<file path="src/rtl/lcd_pkg.sv">
// Shared types and 50 MHz timing defaults for the HD44780 read engine.
package lcd_pkg;

    typedef enum logic [2:0] {
        IDLE,
        SETUP,
        STROBE,
        HOLD,
        RECOVER
    } lcd_state_e;

    localparam logic LCD_RS_CMD  = 1'b0;
    localparam logic LCD_RS_DATA = 1'b1;

    localparam int unsigned T_AS_DEF     = 3;
    localparam int unsigned T_PW_DEF     = 15;
    localparam int unsigned T_H_DEF      = 2;
    localparam int unsigned T_REC_DEF    = 12;
    localparam int unsigned MAX_POLL_DEF = 255;

    localparam int BF_BIT = 7;

endpackage

</file>
<file path="src/rtl/lcd_bus_reader_if.sv">
// Request/response and LCD pin bundle for lcd_bus_reader.
interface lcd_bus_reader_if;
    import lcd_pkg::*;

    // Handshake: a request transfers on a clk edge where req_valid & req_ready;
    // req_valid must be held until then. resp_valid is a one-cycle pulse with
    // no backpressure; resp_data/resp_timeout are valid while it is high.
    logic       req_valid;
    logic       req_rs;
    logic       req_ready;
    logic       resp_valid;
    logic [7:0] resp_data;
    logic       resp_timeout;
    logic       bus_busy;
    logic       lcd_rs;
    logic       lcd_rw;
    logic       lcd_en;
    logic [7:0] lcd_data_in;
    logic       lcd_data_oe;
    lcd_state_e state;

    modport slave (
        input  req_valid, req_rs, lcd_data_in,
        output req_ready, resp_valid, resp_data, resp_timeout, bus_busy,
               lcd_rs, lcd_rw, lcd_en, lcd_data_oe, state
    );

    modport master (
        output req_valid, req_rs, lcd_data_in,
        input  req_ready, resp_valid, resp_data, resp_timeout, bus_busy,
               lcd_rs, lcd_rw, lcd_en, lcd_data_oe, state
    );

endinterface

</file>
<file path="src/rtl/lcd_phase_timer.sv">
// Loadable 8-bit down-counter timing each bus phase; done when it reaches zero.
module lcd_phase_timer (
    input  logic       clk,
    input  logic       rst,
    input  logic       load,
    input  logic [7:0] value,
    output logic       done
);

    logic [7:0] count;

    always_ff @(posedge clk) begin
        if (rst) begin
            count <= 8'd0;
        end else if (load) begin
            count <= value;
        end else if (count != 8'd0) begin
            count <= count - 8'd1;
        end
    end

    assign done = (count == 8'd0);

endmodule

</file>
<file path="src/rtl/lcd_bus_reader.sv">
// Timed RW=1 read cycles on the 1602 LCD bus; returns status or data byte.
// Busy-flag polling of status reads is enabled with `define LCD_BF_POLL_EN.
module lcd_bus_reader
    import lcd_pkg::*;
#(
    parameter int unsigned T_AS     = T_AS_DEF,
    parameter int unsigned T_PW     = T_PW_DEF,
    parameter int unsigned T_H      = T_H_DEF,
    parameter int unsigned T_REC    = T_REC_DEF,
    parameter int unsigned MAX_POLL = MAX_POLL_DEF
) (
    input  logic              clk,
    input  logic              rst,
    lcd_bus_reader_if.slave   bus
);

`ifdef LCD_BF_POLL_EN
    localparam bit POLL_EN = 1'b1;
`else
    localparam bit POLL_EN = 1'b0;
`endif

    // Timer counts down to zero inclusive, so each phase loads length-1.
    localparam logic [7:0] AS_LD    = 8'(T_AS - 1);
    localparam logic [7:0] PW_LD    = 8'(T_PW - 1);
    localparam logic [7:0] H_LD     = 8'(T_H - 1);
    localparam logic [7:0] REC_LD   = (T_REC == 0) ? 8'd0 : 8'(T_REC - 1);
    localparam bit         REC_ZERO = (T_REC == 0);
    localparam logic [8:0] MAX_POLL_W = 9'(MAX_POLL);

    lcd_state_e state, state_n;
    logic       load;
    logic [7:0] load_val;
    logic       done;
    logic       accept;
    logic       again;
    logic       again_q;
    logic       rs_q;
    logic [7:0] capture;
    logic [7:0] poll_cnt;
    logic       en_q, rw_q, busy_q;
    logic       resp_valid_q, resp_timeout_q;
    logic [7:0] resp_data_q;

    lcd_phase_timer u_timer (
        .clk   (clk),
        .rst   (rst),
        .load  (load),
        .value (load_val),
        .done  (done)
    );

    assign bus.req_ready = (state == IDLE) & ~rst;
    assign accept        = bus.req_valid & bus.req_ready;

    always_ff @(posedge clk) begin
        if (rst) begin
            state <= IDLE;
        end else begin
            state <= state_n;
        end
    end

    always_comb begin
        state_n  = state;
        load     = 1'b0;
        load_val = 8'd0;
        // Another status read is needed while the busy flag is set and reads remain.
        again    = POLL_EN && (rs_q == LCD_RS_CMD) && capture[BF_BIT] &&
                   (({1'b0, poll_cnt} + 9'd1) < MAX_POLL_W);
        case (state)
            IDLE: if (accept) begin
                state_n = SETUP; load = 1'b1; load_val = AS_LD;
            end
            SETUP: if (done) begin
                state_n = STROBE; load = 1'b1; load_val = PW_LD;
            end
            STROBE: if (done) begin
                state_n = HOLD; load = 1'b1; load_val = H_LD;
            end
            HOLD: if (done) begin
                if (!REC_ZERO) begin
                    state_n = RECOVER; load = 1'b1; load_val = REC_LD;
                end else if (again) begin
                    state_n = SETUP; load = 1'b1; load_val = AS_LD;
                end else begin
                    state_n = IDLE;
                end
            end
            RECOVER: if (done) begin
                if (again_q) begin
                    state_n = SETUP; load = 1'b1; load_val = AS_LD;
                end else begin
                    state_n = IDLE;
                end
            end
            default: state_n = IDLE;
        endcase
    end

    // Pin strobes are registered from the next state so they change cleanly on edges.
    always_ff @(posedge clk) begin
        if (rst) begin
            rs_q           <= 1'b0;
            capture        <= 8'd0;
            poll_cnt       <= 8'd0;
            again_q        <= 1'b0;
            en_q           <= 1'b0;
            rw_q           <= 1'b0;
            busy_q         <= 1'b0;
            resp_valid_q   <= 1'b0;
            resp_data_q    <= 8'd0;
            resp_timeout_q <= 1'b0;
        end else begin
            en_q         <= (state_n == STROBE);
            rw_q         <= (state_n == SETUP) || (state_n == STROBE) || (state_n == HOLD);
            busy_q       <= (state_n != IDLE);
            resp_valid_q <= 1'b0;
            if (accept) begin
                rs_q     <= bus.req_rs;
                poll_cnt <= 8'd0;
                again_q  <= 1'b0;
            end
            if ((state == STROBE) && done) begin
                capture <= bus.lcd_data_in;
            end
            if ((state == HOLD) && done) begin
                rs_q     <= 1'b0;
                poll_cnt <= poll_cnt + 8'd1;
                again_q  <= again;
                if (!again) begin
                    resp_valid_q   <= 1'b1;
                    resp_data_q    <= capture;
                    resp_timeout_q <= POLL_EN && (rs_q == LCD_RS_CMD) && capture[BF_BIT];
                end
            end
        end
    end

    assign bus.lcd_rs       = rs_q;
    assign bus.lcd_rw       = rw_q;
    assign bus.lcd_en       = en_q;
    assign bus.bus_busy     = busy_q;
    assign bus.resp_valid   = resp_valid_q;
    assign bus.resp_data    = resp_data_q;
    assign bus.resp_timeout = resp_timeout_q;
    assign bus.lcd_data_oe  = 1'b0;
    assign bus.state        = state;

endmodule

</file>
<file path="src/flat_wrapper.sv">
// flat-port wrapper written by rule: the top's interface ports become plain ports
module lcd_bus_reader_flat import lcd_pkg::*;
#(
    parameter int unsigned T_AS     = T_AS_DEF,
    parameter int unsigned T_PW     = T_PW_DEF,
    parameter int unsigned T_H      = T_H_DEF,
    parameter int unsigned T_REC    = T_REC_DEF,
    parameter int unsigned MAX_POLL = MAX_POLL_DEF
)
  (clk, rst, bus_req_valid, bus_req_rs, bus_lcd_data_in, bus_req_ready, bus_resp_valid, bus_resp_data, bus_resp_timeout, bus_bus_busy, bus_lcd_rs, bus_lcd_rw, bus_lcd_en, bus_lcd_data_oe, bus_state);
  lcd_bus_reader_if bus_i ();
  input  logic clk;
  input  logic rst;
  input wire logic [$bits(bus_i.req_valid)-1:0] bus_req_valid;
  input wire logic [$bits(bus_i.req_rs)-1:0] bus_req_rs;
  input wire logic [$bits(bus_i.lcd_data_in)-1:0] bus_lcd_data_in;
  output wire logic [$bits(bus_i.req_ready)-1:0] bus_req_ready;
  output wire logic [$bits(bus_i.resp_valid)-1:0] bus_resp_valid;
  output wire logic [$bits(bus_i.resp_data)-1:0] bus_resp_data;
  output wire logic [$bits(bus_i.resp_timeout)-1:0] bus_resp_timeout;
  output wire logic [$bits(bus_i.bus_busy)-1:0] bus_bus_busy;
  output wire logic [$bits(bus_i.lcd_rs)-1:0] bus_lcd_rs;
  output wire logic [$bits(bus_i.lcd_rw)-1:0] bus_lcd_rw;
  output wire logic [$bits(bus_i.lcd_en)-1:0] bus_lcd_en;
  output wire logic [$bits(bus_i.lcd_data_oe)-1:0] bus_lcd_data_oe;
  output wire logic [$bits(bus_i.state)-1:0] bus_state;
  assign bus_i.req_valid = bus_req_valid;
  assign bus_i.req_rs = bus_req_rs;
  assign bus_i.lcd_data_in = bus_lcd_data_in;
  assign bus_req_ready = bus_i.req_ready;
  assign bus_resp_valid = bus_i.resp_valid;
  assign bus_resp_data = bus_i.resp_data;
  assign bus_resp_timeout = bus_i.resp_timeout;
  assign bus_bus_busy = bus_i.bus_busy;
  assign bus_lcd_rs = bus_i.lcd_rs;
  assign bus_lcd_rw = bus_i.lcd_rw;
  assign bus_lcd_en = bus_i.lcd_en;
  assign bus_lcd_data_oe = bus_i.lcd_data_oe;
  assign bus_state = bus_i.state;
  lcd_bus_reader #(.T_AS(T_AS), .T_PW(T_PW), .T_H(T_H), .T_REC(T_REC), .MAX_POLL(MAX_POLL)) u_core (.clk(clk), .rst(rst), .bus(bus_i));
endmodule
</file>
<file path="config.mk">
export PLATFORM = sky130hd
export DESIGN_NAME = lcd_bus_reader_flat
export DESIGN_NICKNAME = d
export VERILOG_FILES = /design/src/rtl/lcd_pkg.sv /design/src/rtl/lcd_bus_reader_if.sv /design/src/rtl/lcd_phase_timer.sv /design/src/rtl/lcd_bus_reader.sv /design/src/flat_wrapper.sv
export SDC_FILE = /design/constraint.sdc
export NUM_CORES = 1
export LEC_CHECK = 0
export CAP_MARGIN = 30
export CORE_MARGIN = 4
export CORE_UTILIZATION = 49
export CTS_BUF_LIST = sky130_fd_sc_hd__clkbuf_16
export DETAILED_ROUTE_END_ITERATION = 8
export PLACE_DENSITY = 0.77
export SYNTH_ARGS = -nofsm -noshare
export SYNTH_HDL_FRONTEND = slang
export SYNTH_HIERARCHICAL = 1
export SYNTH_SLANG_ARGS = --single-unit
</file>
<file path="constraint.sdc">
create_clock -name clk -period 2.6 [get_ports clk]
set_clock_uncertainty 0.2 [all_clocks]
set_input_delay 0.65 -clock clk [delete_from_list [all_inputs] [get_ports clk]]
set_output_delay 0.65 -clock clk [all_outputs]
set_load 0.02 [all_outputs]
</file>
==> impl_metrics.yaml, run 1 <==
worst_setup_path:
  critical_path.cell_chain: "clkdlybuf4s50_1, nor4_4, clkdlybuf4s15_1"
  slowest_stage: "clkdlybuf4s50_1"
  startpoint_type: "input port"
  crit_fanout: 2
  endpoint_kind: "primary output"
  worst_ep_arrival_time_ps: 1670
  cp.required_ps: 1750
  crit_type: "in2out"
  max_stage_delay_ps: 460
logic_synthesis:
  synth_most_common_cell: "dfxtp_1"
  ys_ff_latch: 32
  synthTopCellsByArea: "dfxtp_1 44%, mux2i_1 6.2%, a22o_1 4.8%"
  synthMuxAreaShare_pct: 8.03
  synth_fa_ha_area_share_pct: 0.864
  ys_top_cells_by_count: "32 x dfxtp_1, 15 x nor2_1, 11 x nand2_1, 9 x mux2i_1"
  syn_inst: 146
  synthArstFlopShare_pct: 0
  synth_area_um2: 1450
  synth_flop_cell: "dfxtp_1"
  yosysTopAreaCell: "dfxtp_1"
  synth_top_area_share_pct: 44.2
  synthXorXnorAreaFrac_pct: 3.02
  synth_edf_count: 0
  ys_seq_area_share_pct: 44.2
  ys_types: 40
  synth_top_family_by_area: "simple AND/OR/NAND/NOR gates"
  synth_compound_area_share_pct: 12.5
  yosys.area_share.simple_pct: 23.4
  yosys_warnings: 6
  syn_area_per_cell_um2: 9.92
place:
  routabilityCongestion: 0.780
  port_buffers: 28
  dpl.cell_count: 205
  dpl_worst_slack_ps: -220
  dp_hpwl_mm: 2.03
finish:
  fin_cells: 213
  fillerInstances: 202
  num_antenna_cells: 0
  layout-drive-gt1-share_pct: 14.3
  area_growth_pct: 32.1
  fin_nets: 194
cts:
  clockRootBuffer: "clkbuf_16"
  cts_max_level: 2
  ctsLongestPathBuffers: 2
  cts_sinks: 32
  post-cts-setup-buffers: 0
  cts_tree: "done"
  hold_buffers: 0
  cts_buffers: 5
  clk_latency_ps: 270
  clk_pin_slew_ps: 50
grt:
  grt_pass1_wl_mm: 5.09
  grt_max_degree: 28
  grt_pass1_vias: 1120
  grt_usage_pct: 16.0
  overflow: 0
  grt_antenna_before_repair: 0
timing:
  tns_ps: 0
  worstMarginPinSlew_ps: 610
  postLayoutSetupSlackWorst_ps: 83.6
  fin_crit_sh_pct: 96.8
  setup_viol: 0
  fin_crit_ps: 2520
  maxSlewHeadroom_pct: 59.3
  fmax_mhz: 397
  rsz0062_at_grt: "false"
  drv_slew: 0
  hold_viol_final: 0
hold_path:
  min_path_type: "reg2reg"
pwr:
  p_per_area_nw_per_um2: 980
  ir_worst_vdd_mv: 0.742
  p_leak_nw: 0.758
floorplan:
  die_w_um: 62.4
  die_area_um2: 3890
  die_h_um: 62.4
  ios: 31
  start_util_pct: 52.1
  rows: 19
  core_region_area_um2: 2780
routing:
  drc: 0
  viasPerCell: 5.36
  ant_nets: 0
  routedWlPerCell_um: 13.6
  drt_wl_total_mm: 2.91
  vias: 1142
  drtIter0Drc: 21
  drt-pass1-iter-count: 4
run_status:
  status: "finished clean"
flow_run:
  maxCapViolCount: 0
per-layer routing:
metal,track usage [%],share of wire [%],vias up
li1,-,-,576
met3,5.58,4.4,3
met4,6.10,0.93,0
met5,0,0,-
met1,18.6,44,536
met2,26.7,50,27
repair_timing:
| action | in CTS | in global routing |
|---|---|---|
| endpoints found under the setup margin | 1 | 1 |
| cloned | 0 | 0 |
| resized for setup | 1 | 1 |
final cells by class:
| cell class | count | area (um^2) | share of cell area [%] |
|---|---|---|---|
| clock buffers | 5 | 125 | 6.54 |
| clock inverters | 3 | 38.8 | 2.03 |
| multi-input cells | 102 | 716 | 37.4 |
| well taps | 31 | 38.8 | 2.03 |
| inverters | 4 | 15.0 | 0.784 |
| repair buffers | 36 | 340 | 17.8 |
| flip-flops and latches | 32 | 641 | 33.5 |
metrics by stage:
step	power, mW	utilization, %	area (um^2)	hold WS (ps)
finish	1.88	68.8	1910	275
global route	1.99	68.8	1910	298
floorplan	1.11	-	1470	249
detailed placement	1.24	62.9	1750	263
CTS	1.89	68.8	1910	277
global placement	1.23	62.9	1750	254
placed cells by master, fill, tap and decap left out, types with 2 or more instances in the layout:
cell,instances
nor2_1,15
or2_2,2
mux2i_1,9
dfxtp_1,32
a21oi_1,3
o32ai_1,4
inv_1,5
xnor2_1,3
buf_4,8
nor2b_1,3
nor4_4,2
nor3_1,8
nand2_1,11
and4bb_1,2
o21a_1,2
nand3b_1,2
clkdlybuf4s50_1,27
xor2_1,2
clkbuf_16,5
a22o_1,8
nor3b_1,2
conb_1,6
o21ai_0,2
cell families after synthesis:
logic type | Yosys count
adders and majority gates | 1
muxes | 11
AOI/OAI and AO/OA | 23
xor gates and xnor gates | 5
other | 1
DFF | 32
buffers and inverters | 17
and+or+nand+nor | 56
worst paths after layout:
| kind | to | cells past startpoint | from | slack, ps |
|---|---|---|---|---|
| setup / recovery | bus_req_ready | 3 | rst | 80 |
| hold / removal | u_core/bus.resp_data[5] | 1 | u_core/bus.resp_data[5] | 280 |
| setup reg to reg | u_core/u_timer/count[0] | 8 | u_core/u_timer/count[3] | 250 |
| hold reg to reg | u_core/bus.resp_data[5] | 1 | u_core/bus.resp_data[5] | 280 |
power breakdown:
| part | internal, mW | total [mW] | switching, mW |
|---|---|---|---|
| registers | 0.563 | 0.627 | 0.0645 |
| logic | 0.300 | 0.608 | 0.308 |
| clock network | 0.446 | 0.642 | 0.196 |
| total | 1.31 | 1.88 | 0.569 |
critical path, delay by kind of cell:
kind | cells | cell delay (ps)
buffers and inverters | 2 | 810
AND/OR/NAND/NOR | 1 | 210
flip-flops by register name, summed over array words and instances, names as in the netlist:
register               count
u_core/bus.resp_valid      1
u_core/bus.lcd_rs          1
u_core/bus.resp_data       8
u_core/bus.lcd_rw          1
u_core/bus.lcd_en          1
u_core/capture             8
u_core/bus.state           3
u_core/bus.bus_busy        1
u_core/u_timer/count       8
Note: power is estimated with default switching activity, not from simulation.
==> inputs of run 2 (changes only) <==
--- a/config.mk
+++ b/config.mk
@@ -7,10 +7,10 @@
 export LEC_CHECK = 0
 export CAP_MARGIN = 30
 export CORE_MARGIN = 4
-export CORE_UTILIZATION = 49
+export CORE_UTILIZATION = 45
 export CTS_BUF_LIST = sky130_fd_sc_hd__clkbuf_16
 export DETAILED_ROUTE_END_ITERATION = 8
-export PLACE_DENSITY = 0.77
+export PLACE_DENSITY = 0.72
 export SYNTH_ARGS = -nofsm -noshare
 export SYNTH_HDL_FRONTEND = slang
 export SYNTH_HIERARCHICAL = 1
==> constraint.sdc (replaced) <==
create_clock -name clk -period 3.1 [get_ports clk]
set_clock_uncertainty 0.2 [all_clocks]
set_input_delay 0.775 -clock clk [delete_from_list [all_inputs] [get_ports clk]]
set_output_delay 0.775 -clock clk [all_outputs]
set_load 0.02 [all_outputs]
==> run 2 against run 1 <==
Against the previous run: critical path depth stayed put; wire length is 4.2% higher; die area is 7.7% higher; first-iteration DRC count is 57% higher; largest power group is now registers; count of clock-buffer cells in the layout stayed put; global-route usage hardly changed.
==> impl_metrics.yaml, run 2 (synthesized netlist as in run 1, its figures left out) <==
run_status:
  status: "finished clean"
timing:
  holdWs_ps: 268
  maxSlewHeadroom_pct: 55.7
  fin_crit_sh_pct: 98.3
  fmax_mhz: 328
  drv_slew: 0
  postLayoutSetupSlackWorst_ps: 51.5
  worstMarginPinSlew_ps: 664
  tns_ps: 0
  hold_viol_final: 0
  fin_crit_ps: 3050
  rsz0062_at_grt: "false"
  setup_viol: 0
finish:
  post-route-util_pct: 61.9
  final_area_um2: 1900
  fin_nets: 190
  layout_common_cells: "32 x dfxtp_1, 28 x clkdlybuf4s50_1, 15 x nor2_1, 11 x nand2_1, 9 x mux2i_1"
  num_antenna_cells: 0
  layout-drive-gt1-share_pct: 12.9
  fillerInstances: 263
  final_common_cell: "dfxtp_1"
  fin_cells: 222
  area_growth_pct: 31.4
cts:
  ctsLongestPathBuffers: 2
  cts_max_level: 2
  cts_tree: "done"
  clockRootBuffer: "clkbuf_16"
  cts_sinks: 32
  cts-resized-gates: 0
  clk_latency_ps: 270
  post-cts-setup-buffers: 0
  hold_buffers: 0
  clk_pin_slew_ps: 50
  cts_buffers: 5
place:
  routabilityCongestion: 0.763
  dpl.cell_count: 214
  dp_hpwl_mm: 2.13
  dpl_cell_area_um2: 1740
  port_buffers: 28
  dpl_worst_slack_ps: 51.4
routing:
  vias: 1139
  drt_wl_total_mm: 3.03
  ant_nets: 0
  drtIter0Drc: 33
  drt-pass1-iter-count: 4
  drc: 0
  routedWlPerCell_um: 13.6
  viasPerCell: 5.13
grt:
  grtUsageMet2_pct: 27.8
  grt_antenna_before_repair: 0
  grt_pass1_wl_mm: 5.18
  met3_usage_pct: 4.33
  grt_busiest_layer: "met2"
  use_met1_pct: 18.3
  grt_pass1_vias: 1137
  grt_usage_pct: 15.9
  overflow: 0
  grt_max_degree: 28
worst_setup_path:
  slowest_stage: "clkdlybuf4s50_1"
  worst_ep_arrival_time_ps: 2070
  endpoint_kind: "primary output"
  crit_type: "in2out"
  max_stage_delay_ps: 650
  startpoint_type: "input port"
  worstSetupStartpoint: "rst"
  regToRegStartpoint: "u_core/u_timer/count[3]"
  cp.required_ps: 2120
  crit_fanout: 2
  reg2reg_depth: 8
  cpMostUsedCell: "clkdlybuf4s50_1"
  critical_path.cell_chain: "clkdlybuf4s50_1, nor4_4, clkdlybuf4s50_1"
pwr:
  p_per_area_nw_per_um2: 831
  power.net_switching_mw: 0.490
  power_frac_seq_pct: 34.5
  ir_worst_vdd_mv: 0.464
  swShare_pct: 30.9
  p_comb_share_pct: 31.2
  pwr-share-clk_pct: 34.2
  power.total_mw: 1.58
  p_leak_nw: 0.731
  intPower_mw: 1.09
hold_path:
  min_path_cells: 1
  min_path_type: "reg2reg"
  worstHoldStart: "u_core/bus.resp_data[0]"
flow_run:
  maxCapViolCount: 0
floorplan:
  die_h_um: 64.7
  ios: 31
  core_region_area_um2: 3080
  die_w_um: 64.7
  start_util_pct: 47.1
  die_area_um2: 4190
  rows: 20
run 2: changes by cell type in the layout (fill, tap and decap cells not counted):
cell             delta
buf_4               -4
inv_1               -1
clkdlybuf4s50_1     +1
clkdlybuf4s15_1     -1
clkinvlp_4          +1
run 2: cell type report:
class	count	area, um^2	area share, %
Clock inverter	3	42.5	2.23
Clock buffer	5	125	6.57
Timing Repair Buffer	32	310	16.3
Sequential cell	32	641	33.6
Tap cell	44	55.1	2.89
Inverter	4	15.0	0.788
Multi-Input combinational cell	102	716	37.6
run 2: worst max-delay path, delay by kind of cell:
| kind | cells | cell delay (ps) |
|---|---|---|
| AND/OR/NAND/NOR | 1 | 180 |
| buffers and inverters | 2 | 1110 |
run 2: metal layers:
| metal | share of wire, % | up-vias |
|---|---|---|
| met5 | 0 | - |
| met2 | 51 | 22 |
| met1 | 44 | 543 |
| met4 | 1.6 | 0 |
| li1 | - | 567 |
| met3 | 4.1 | 7 |
run 2: power by group through the flow:
| stage | Clock [mW] | Combinational (mW) | Sequential, mW |
|---|---|---|---|
| after floorplan | 0 | 0.385 | 0.544 |
| final | 0.542 | 0.494 | 0.546 |
| after global placement | 0 | 0.467 | 0.547 |
| after detailed placement | 0 | 0.485 | 0.554 |
| after CTS | 0.548 | 0.496 | 0.546 |
| after global routing | 0.574 | 0.547 | 0.556 |
run 2: final timing paths:
check / to / slack [ps]
worst max-delay path: bus_req_ready / 50
worst min-delay path: u_core/bus.resp_data[0] / 270
worst max register to register: u_core/u_timer/count[0] / 800
worst min register to register: u_core/bus.resp_data[0] / 270
==> inputs of run 3 (changes only) <==
--- a/config.mk
+++ b/config.mk
@@ -6,7 +6,7 @@
 export NUM_CORES = 1
 export LEC_CHECK = 0
 export CAP_MARGIN = 30
-export CORE_MARGIN = 4
+export CORE_MARGIN = 5
 export CORE_UTILIZATION = 45
 export CTS_BUF_LIST = sky130_fd_sc_hd__clkbuf_16
 export DETAILED_ROUTE_END_ITERATION = 8
==> run 3 against run 2 <==
Against the previous run: core utilization barely moved; clock power grew 1%; cell count unchanged; setup slack better by 370 ps; fmax is 14% higher; critical endpoint unchanged; register-to-register slack worse by 190 ps; count of clock-buffer cells in the layout stayed put; critical path depth is the same; worst hold slack improved by 2.8 ps.
==> impl_metrics.yaml, run 3 (synthesized netlist as in run 1, its figures left out) <==
floorplan:
  core_region_area_um2: 3080
  rows: 20
  die_w_um: 66.7
  die_area_um2: 4450
  start_util_pct: 47.1
  die_h_um: 66.7
  ios: 31
run_status:
  status: "finished clean"
cts:
  cts_tree: "done"
  clockRootBuffer: "clkbuf_16"
  clk_latency_ps: 280
  cts_max_level: 2
  ctsLongestPathBuffers: 2
  cts_sinks: 32
  clk_pin_slew_ps: 50
  post-cts-setup-buffers: 0
  cts_buffers: 5
finish:
  layout_common_cells: "32 x dfxtp_1, 27 x clkdlybuf4s50_1, 15 x nor2_1, 11 x nand2_1, 9 x mux2i_1"
  layout-drive-gt1-share_pct: 12.4
  final_common_cell: "dfxtp_1"
  fin_nets: 190
  num_antenna_cells: 0
  area_growth_pct: 31.3
worst_setup_path:
  rrSetupSlack_ps: 610
  slowest_stage: "clkdlybuf4s50_1"
  cp.required_ps: 2120
  worst_ep_arrival_time_ps: 1700
  critical_path.cell_chain: "clkdlybuf4s50_1, nor4_4, dlymetal6s2s_1"
  max_stage_delay_ps: 470
  startpoint_type: "input port"
  crit_type: "in2out"
  regToRegStartpoint: "u_core/u_timer/count[0]"
  crit_fanout: 2
  endpoint_kind: "primary output"
  worstSetupStartpoint: "rst"
routing:
  routedWlPerCell_um: 14.3
  drtIter0Drc: 42
  drt-pass1-iter-count: 4
  ant_nets: 0
  vias: 1127
  viasPerCell: 5.08
  drc: 0
  drt_wl_total_mm: 3.17
timing:
  tns_ps: 0
  drv_slew: 0
  worstMarginPinSlew_ps: 700
  fmax_mhz: 373
  setup_viol: 0
  maxSlewHeadroom_pct: 53.2
  fin_crit_ps: 2680
  fin_crit_sh_pct: 86.4
  rsz0062_at_grt: "false"
  hold_viol_final: 0
grt:
  grt_pass1_wl_mm: 5.35
  grt_pass1_vias: 1128
  overflow: 0
  grt_usage_pct: 16.2
  grt_antenna_before_repair: 0
  grt_max_degree: 28
hold_path:
  worstHoldStart: "u_core/bus.resp_data[6]"
  min_path_type: "reg2reg"
flow_run:
  maxCapViolCount: 0
pwr:
  power.total_mw: 1.58
  ir_worst_vdd_mv: 0.505
  p_per_area_nw_per_um2: 833
  p_leak_nw: 0.748
place:
  routabilityCongestion: 0.720
  port_buffers: 28
  dp_hpwl_mm: 2.18
run 3: cell count changes in the layout (fill, tap and decap cells not counted):
cell / previous run / this run
inv_1: 4 / 5
clkinvlp_4: 1 / 0
clkdlybuf4s50_1: 28 / 27
dlymetal6s2s_1: 0 / 1
run 3: path summary, 6_finish.rpt:
path,cells after the start,endpoint
min,1,u_core/bus.resp_data[6]
max,3,bus_req_ready
max reg2reg,7,u_core/bus.resp_data[5]
min reg2reg,1,u_core/bus.resp_data[6]
run 3: per-layer routing:
layer | global-route usage (%) | wire length (um)
met1 | 18.5 | 1420
met2 | 26.6 | 1560
met3 | 5.90 | 147
met4 | 7.36 | 38
met5 | 0 | 0
run 3: area by class of cell:
class / instances / area, um^2
flip-flops and latches: 32 / 641
clock buffers: 5 / 125
multi-input cells: 102 / 716
inverters: 4 / 15.0
clock inverters: 3 / 38.8
fillers: 272 / 1170
well taps: 44 / 55.1
repair buffers: 32 / 313
run 3: what timing repair did:
item | 4_1_cts | 5_1_grt
setup endpoints to repair | 0 | 1
hold buffers | 0 | 0
gates resized for setup | 0 | 1
run 3: report_power, final:
group	total (mW)	internal, mW	switching [mW]
logic	0.492	0.238	0.253
clock network	0.548	0.374	0.174
registers	0.546	0.472	0.0739
total	1.58	1.08	0.501
run 3: through the flow:
step | hold WS, ps | std cells | cell area, um^2 | utilization (%) | worst slack, ps
floorplan | 249 | 151 | 1470 | - | 689
global placement | 255 | 214 | 1740 | 56.4 | 17.9
detailed placement | 258 | 214 | 1740 | 56.4 | 28.7
CTS | 274 | 222 | 1900 | 61.7 | 15.7
global route | 303 | 222 | 1900 | 61.8 | 367
finish | 271 | 222 | 1900 | 61.8 | 421
run 3: critical path, delay by kind of cell:
| family | cells | cell delay, ps |
|---|---|---|
| and+or+nand+nor | 1 | 190 |
| buffers and inverters | 2 | 740 |
==> RTL change, RTL diff (settings of run 1) <==
Reset style: asynchronous (`rst`), changed in 3 clocked blocks.
--- a/src/rtl/lcd_phase_timer.sv
+++ b/src/rtl/lcd_phase_timer.sv
@@ -9,7 +9,7 @@
 
     logic [7:0] count;
 
-    always_ff @(posedge clk) begin
+    always_ff @(posedge clk or posedge rst) begin
         if (rst) begin
             count <= 8'd0;
         end else if (load) begin
--- a/src/rtl/lcd_bus_reader.sv
+++ b/src/rtl/lcd_bus_reader.sv
@@ -53,7 +53,7 @@
     assign bus.req_ready = (state == IDLE) & ~rst;
     assign accept        = bus.req_valid & bus.req_ready;
 
-    always_ff @(posedge clk) begin
+    always_ff @(posedge clk or posedge rst) begin
         if (rst) begin
             state <= IDLE;
         end else begin
@@ -99,7 +99,7 @@
     end
 
     // Pin strobes are registered from the next state so they change cleanly on edges.
-    always_ff @(posedge clk) begin
+    always_ff @(posedge clk or posedge rst) begin
         if (rst) begin
             rs_q           <= 1'b0;
             capture        <= 8'd0;
Function: differs if rst is asserted again (counterexample within 4 cycles, from zero or initial values and one cycle with rst high); with rst held inactive, the same outputs for 10 cycles.
==> RTL change against run 1 <==
Area after synthesis up 2.4%; setup slack worse by 0.065 ns; design area rose by 9.1%; critical path depth stayed put; register-to-register slack lost 0.13 ns; first-iteration DRC count increased by 62%; wire length increased by 11%; power rose by 4.1%; sequential cell count is the same.
==> RTL change: results (changes against run 1) <==
yosys warns: 6 (unchanged)
clock share of power: 0.330 (-0.012)
ys async rst share: 1.000 (+1.000)
DR vias/cell: 5.586 (+4.2%)
placer's final routability congestion estimate: 0.9012 (+16%)
Avg Inst Size Synth: 11.41 µm² (+15%)
synth cell count leaders: dfrtp_1 (32), mux2_2 (16), inv_1 (8)
placed cells: 201 (-2.0%)
Synth Area in XOR/XNOR: 0.01771 (-0.01252)
Nets: 191 (-1.5%)
relative slew slack: 0.5738 (-0.01881)
sequential power share: 0.344 (+0.010)
Synth area leaders: dfrtp_1 (54%), mux2_2 (12%), nor3_1 (2.4%)
layout cells sized above 1: 0.2793 (+0.1365)
pin count of the biggest net entering global routing: 25 (-11%)
TritonCTS buffer count: 5 (unchanged)
Max clock buf depth: 2 (unchanged)
slowest stage delay, CP: 0.46 ns (about the same)
overall fraction of global-route tracks in use: 0.1843 (+0.02458)
DRT Wirelength: 3218 µm (+11%)
grt met2 use: 0.2964 (+0.02960)
Post-DP HPWL: 2309 µm (+14%)
LEAKAGE: 0.9850 nW (+30%)
Synth Area in Compound Gates: 0.1256 (+0.0004165)
met3 GRT Util: 0.06835 (+0.01259)
first-pass GRT wire length: 5589 µm (+9.9%)
post-synthesis mux area share: 0.1214 (+0.04111)
grt met1 use: 0.2173 (+0.03096)
Main synth FF type: dfrtp_1
Arr. time, crit path: 1.73 ns (+0.06 ns)
placed inst area: 1907 µm² (+8.9%)
Int Pwr: 1.356 mW (+3.7%)
initial antenna violation count: 0 (unchanged)
total number of vias: 1173 (+2.7%)
Post-Synth Adder-Cell Area: 0.008432 (-0.0002039)
initial drt markers: 34 (+62%)
Seq. pwr: 0.672 mW (+7.2%)
CP max FO: 2 (unchanged)
Initial DRT Pass Iterations: 4 (unchanged)
root buf cell: clkbuf_16
post-CTS setup buffers: 1 (+1)
outcome: complete, no violations
DP Worst Slack: -0.2971 ns (-0.07712 ns)
Worst-Skew Late Latency: 0.28 ns
clock-pin transition on the worst setup and hold timing paths: 0.05 ns (about the same)
post-synthesis cell type count: 44 (+10%)
sequential share of the synthesized area: 0.5396 (+0.09749)
peak supply drop: 0.6988 mV (-5.9%)
diode count: 0 (unchanged)
## RTL change: cell types whose count changed after synthesis, sizes merged, moves of 3 or more
cell	run 1	this run
mux2i	9	0
inv	4	8
o32ai	4	0
mux2	2	16
nand2	12	7
o31ai	0	3
nor2	16	8
and3	0	3
dfrtp	0	32
dfxtp	32	0
a22o	8	1
## RTL change: cells by family after synthesis
family          count (synthesis)
xor+xnor                        3
mux                            16
fa+ha+maj                       1
other cells                     1
buf+inv                        17
simple gates                   35
compound gates                 25
flops                          32
## RTL change: worst paths after layout
| check | start | end | slack [ns] | cells after the start |
|---|---|---|---|---|
| max in group asynchronous | rst | u_core/bus.resp_data[2]$_DFFE_PP0P_ | 1.19 | 4 |
| min reg2reg | u_core/bus.lcd_rs$_DFFE_PP0P_ | u_core/bus.lcd_rs$_DFFE_PP0P_ | 0.30 | 1 |
| min | u_core/bus.lcd_rs$_DFFE_PP0P_ | u_core/bus.lcd_rs$_DFFE_PP0P_ | 0.30 | 1 |
| max reg2reg | u_core/u_timer/count[1]$_DFFE_PP0P_ | u_core/u_timer/count[6]$_DFFE_PP0P_ | 0.12 | 10 |
| min in group asynchronous | rst | u_core/u_timer/count[0]$_DFFE_PP0P_ | 0.65 | 3 |
| max | rst | bus_req_ready | 0.02 | 3 |
## RTL change: final cells by class
class / instances / area (µm²)
inverter: 8 / 30.03
clock buffer: 5 / 125.1
multi-input combinational: 86 / 636.9
fill: 179 / 739.5
sequential: 32 / 800.8
timing repair buffer: 45 / 419.2
tap: 31 / 38.79
clock inverter: 3 / 38.79
## RTL change: metal layers
metal  share of wire  vias up
met5               0        -
li1                -      550
met4           0.018        0
met3           0.067        7
met2            0.49       45
met1            0.43      571
